File: config.mk
export PLATFORM = sky130hd
export DESIGN_NAME = fhalf
export DESIGN_NICKNAME = d
export VERILOG_FILES = /design/src/rtl/fhalf_pkg.sv /design/src/rtl/fhalf_core.sv /design/src/rtl/fhalf.sv
export SDC_FILE = /design/constraint.sdc
export NUM_CORES = 1
export LEC_CHECK = 0
export ABC_AREA = 0
export BUFFER_PORTS_ARGS = -buffer_cell sky130_fd_sc_hd__buf_4
export CORE_ASPECT_RATIO = 1.5
export CORE_MARGIN = 3
export CORE_UTILIZATION = 40
export DETAILED_ROUTE_END_ITERATION = 8
export PLACE_DENSITY_LB_ADDON = 0.3
export SLEW_MARGIN = 20
export SYNTH_ARGS = -nofsm -noshare
export SYNTH_HDL_FRONTEND = slang
export SYNTH_SLANG_ARGS = --single-unit
File: constraint.sdc
create_clock -name vclk -period 4.5
set_input_delay 0.225 -clock vclk [all_inputs]
set_output_delay 0.225 -clock vclk [all_outputs]
set_load 0.05 [all_outputs]
File: src/rtl/fhalf_pkg.sv
// Shared binary32 field definitions for the FPU datapath blocks.
// Holds the field widths, the exponent bias and the unpacked operand struct.
package fhalf_pkg;

  localparam int EXP_W = 8;
  localparam int MAN_W = 23;
  localparam int BIAS = 127;
  localparam logic [EXP_W-1:0] EXP_MAX = 8'hFF;

  typedef struct packed {
    logic             sign;
    logic [EXP_W-1:0] exp;
    logic [MAN_W-1:0] man;
  } fp32_t;

endpackage

File: src/rtl/fhalf_core.sv
// Combinational binary32 halving: y = x / 2 with round-to-nearest-even.
// Inputs with a zero exponent flush to signed zero. Inf and NaN pass through unchanged.
module fhalf_core
  import fhalf_pkg::*;
(
  input  logic [31:0] x,
  output logic [31:0] y
);

  fp32_t       a;
  fp32_t       r;
  logic [23:0] t;
  logic [22:0] q;
  logic        g;
  logic        rup;
  logic [23:0] q_rnd;

  assign a = fp32_t'(x);

  // Alignment for the e == 1 case. The hidden bit moves into the mantissa,
  // and the bit shifted out becomes the guard bit.
  assign t     = {1'b1, a.man};
  assign q     = t[23:1];
  assign g     = t[0];
  assign rup   = g & q[0];
  assign q_rnd = {1'b0, q} + {23'd0, rup};

  always_comb begin
    r      = a;
    r.sign = a.sign;
    if (a.exp == EXP_MAX) begin
      r = a;
    end else if (a.exp == '0) begin
      r.exp = '0;
      r.man = '0;
    end else if (a.exp == 8'd1) begin
      // A carry out of the rounded mantissa lands in the exponent LSB.
      r.exp = {7'd0, q_rnd[23]};
      r.man = q_rnd[22:0];
    end else begin
      r.exp = a.exp - 8'd1;
      r.man = a.man;
    end
  end

  assign y = r;

endmodule

File: src/rtl/fhalf.sv
// Binary32 divide-by-two unit. It wraps fhalf_core with an optional output register.
// When REG_OUT=1, the output has 1 cycle of latency and rstn clears it asynchronously to zero.
module fhalf
  import fhalf_pkg::*;
#(
  parameter bit REG_OUT = 1'b0
) (
  input  logic        clk,
  input  logic        rstn,
  input  logic [31:0] x,
  output logic [31:0] y
);

  logic [31:0] y_comb;

  fhalf_core u_core (
    .x (x),
    .y (y_comb)
  );

  generate
    if (REG_OUT) begin : g_reg
      logic [31:0] y_q;

      // rstn is active-high despite its name.
      always_ff @(posedge clk or posedge rstn) begin
        if (rstn) y_q <= '0;
        else      y_q <= y_comb;
      end

      assign y = y_q;
    end else begin : g_comb
      logic unused_ok;
      assign unused_ok = clk ^ rstn;
      assign y = y_comb;
    end
  endgenerate

endmodule

==> out/metrics.yaml <==
outcome: "finished, final reports clean"
place_inst: 269
cpMaxStageDelayCell: "or4_1"
cts.repair.resized: 0
path_cells: "buf_4 -> inv_1 -> ha_1 -> or3b_1 -> or3_1 -> or4_1 -> nand3_1 -> buf_4"
crit_type: "in2out"
grt_pass1_vias: 1396
finalNonFillerCells: 269
n_sequential_cell: 0
maxCapViolations: 0
powerDensity_nw_per_um2: 107.8
min_period_over_period: 0.5619
dieArea_um2: 3546
hpwl_um: 2788
peakVddDrop_v: 0.00006677
final_area_um2: 1593
synth_area_per_cell_um2: 6.208
synth_cell_types: 43
wl_um: 3606
syn_area_um2: 1142
hold_class: "in2out"
initial_utilization: 0.4223
die_w_um: 49.64
fill_cells: 298
start_kind: "input port"
synth.area.top_cells: "o211ai_1 (7.2%), a21oi_1 (5.7%), nand2_1 (5.6%), ha_1 (5.5%), nand3_1 (5.3%)"
power_leakage_nw: 0.6038
end_kind: "output port"
hold_viol_final: 0
avgViaCountPerCell: 5.967
area_growth_pct: 39.43
hold-path-cell-count: 0
multi_input_area_um2: 1055
route.detailed.drc: 0
grt_remaining_overflow: 0
setup_tns_ns: 0
hold_path_end: "y[31]"
cp.arrival_ns: 2.30
max_slew_margin: 0.3976
antenna_found_initial: 0
cp.required_ns: 4.28
regArea_um2: 0
synthCells: 184
wl_per_cell_um: 13.41
worst_pin_slew_ns: 0.8953
hold_buffers: 0
syn-num-nets: 223
gp_congestion: 0.8203
antenna_left: 0
layout-drive-gt1-share: 0.3103
num_io_pins: 66
first_pass_iters: 4
grt_max_degree: 19
core-area_um2: 2705
die_h_um: 71.45
drv_slew: 0
ys_seq_area_frac: 0
fmaxAchievable_ghz: 0.3955
netlist.area_leader.share: 0.07229
critical-path-max-stage-delay_ns: 0.53
clock_buffers: 0
synth.top_cells.by_count: "nand2_1 (17), nor2_1 (15), a21oi_1 (13)"
cpLargestDelayFamily: "simple AND/OR/NAND/NOR gates"
diodes: 0
finalNetCount: 273
rows: 23
initialDrtViolationCount: 49
grt_pass1_wl_um: 5871
path_common_cell: "buf_4"
fin_crit_ns: 2.529
yosys.area.top_type: "o211ai_1"
yosysWarningCount: 0
worstHoldStart: "x[31]"
rsz0062_at_grt: "false"
cts_setup_buffers: 0
synth.most_common_cell: "nand2_1"
grt_use_total: 0.1891
dr_total_vias: 1605
io_buffers: 62
crit_buf_inv: 3
final-setup-viol-count: 0
placed_cell_area_um2: 1593
crit_fanout: 7
==> report_power, final <==
| part | internal (W) | switching [W] | total, W |
|---|---|---|---|
| Clock | 0 | 0 | 0 |
| Combinational | 0.0000594 | 0.000112 | 0.000172 |
| Sequential | 0 | 0 | 0 |
==> per-stage QoR <==
step / setup slack [ns] / power (W) / util / hold slack [ns]
floorplan: 1.483 / 0.0001059 / - / 0.6171
global placement: 2.016 / 0.0001702 / 0.5888 / 0.4503
detailed placement: 1.970 / 0.0001710 / 0.5888 / 0.4503
CTS: 1.971 / 0.0001716 / 0.5888 / 0.4503
global route: 1.777 / 0.0001820 / 0.5888 / 0.4503
finish: 1.971 / 0.0001717 / 0.5888 / 0.4501
==> worst max-delay path by stage <==
stage          startpoint  slack [ns]  endpoint  cells after the start
4_1_cts             x[24]        1.97     y[20]                      8
3_5_place_dp        x[24]        1.97     y[20]                      8
3_3_place_gp        x[24]        2.02     y[20]                      8
6_report            x[24]        1.97     y[20]                      8
2_1_floorplan       x[24]        1.48     y[22]                      8
5_1_grt             x[24]        1.78      y[5]                      8
==> cell families after synthesis <==
kind of cell	Yosys count	share of synthesized area
buffers and inverters	20	0.08216
AND/OR/NAND/NOR	102	0.5192
adder cells (fa/ha/maj)	5	0.05476
AO/OA/AOI/OAI	50	0.2903
XOR/XNOR	7	0.05367
==> routing by layer <==
metal | vias to the layer above | part of all wire | track usage
met5 | - | 0 | 0
met4 | 0 | 0.0067 | 0.02154
met3 | 4 | 0.059 | 0.008316
met2 | 65 | 0.53 | 0.3814
met1 | 728 | 0.40 | 0.2184
li1 | 808 | - | -
==> cell usage in the layout (no fill, tap or decap), drive strengths merged, types with 5 or more instances in the layout <==
cell	Yosys	final
nor2	16	16
nand4	10	10
nor3	6	6
buf	10	63
o21ai	9	9
xnor2	5	5
ha	5	5
inv	5	5
or4	7	7
or3	7	7
nand3	12	12
o211ai	11	11
nand2	17	17
nor4	8	8
a21oi	13	13
==> cell type report <==
type,count,area share
Multi-Input combinational cell,164,0.6622
Tap cell,37,0.02907
Timing Repair Buffer,63,0.2969
Inverter,5,0.01178
(Power assumes the default switching activity.)
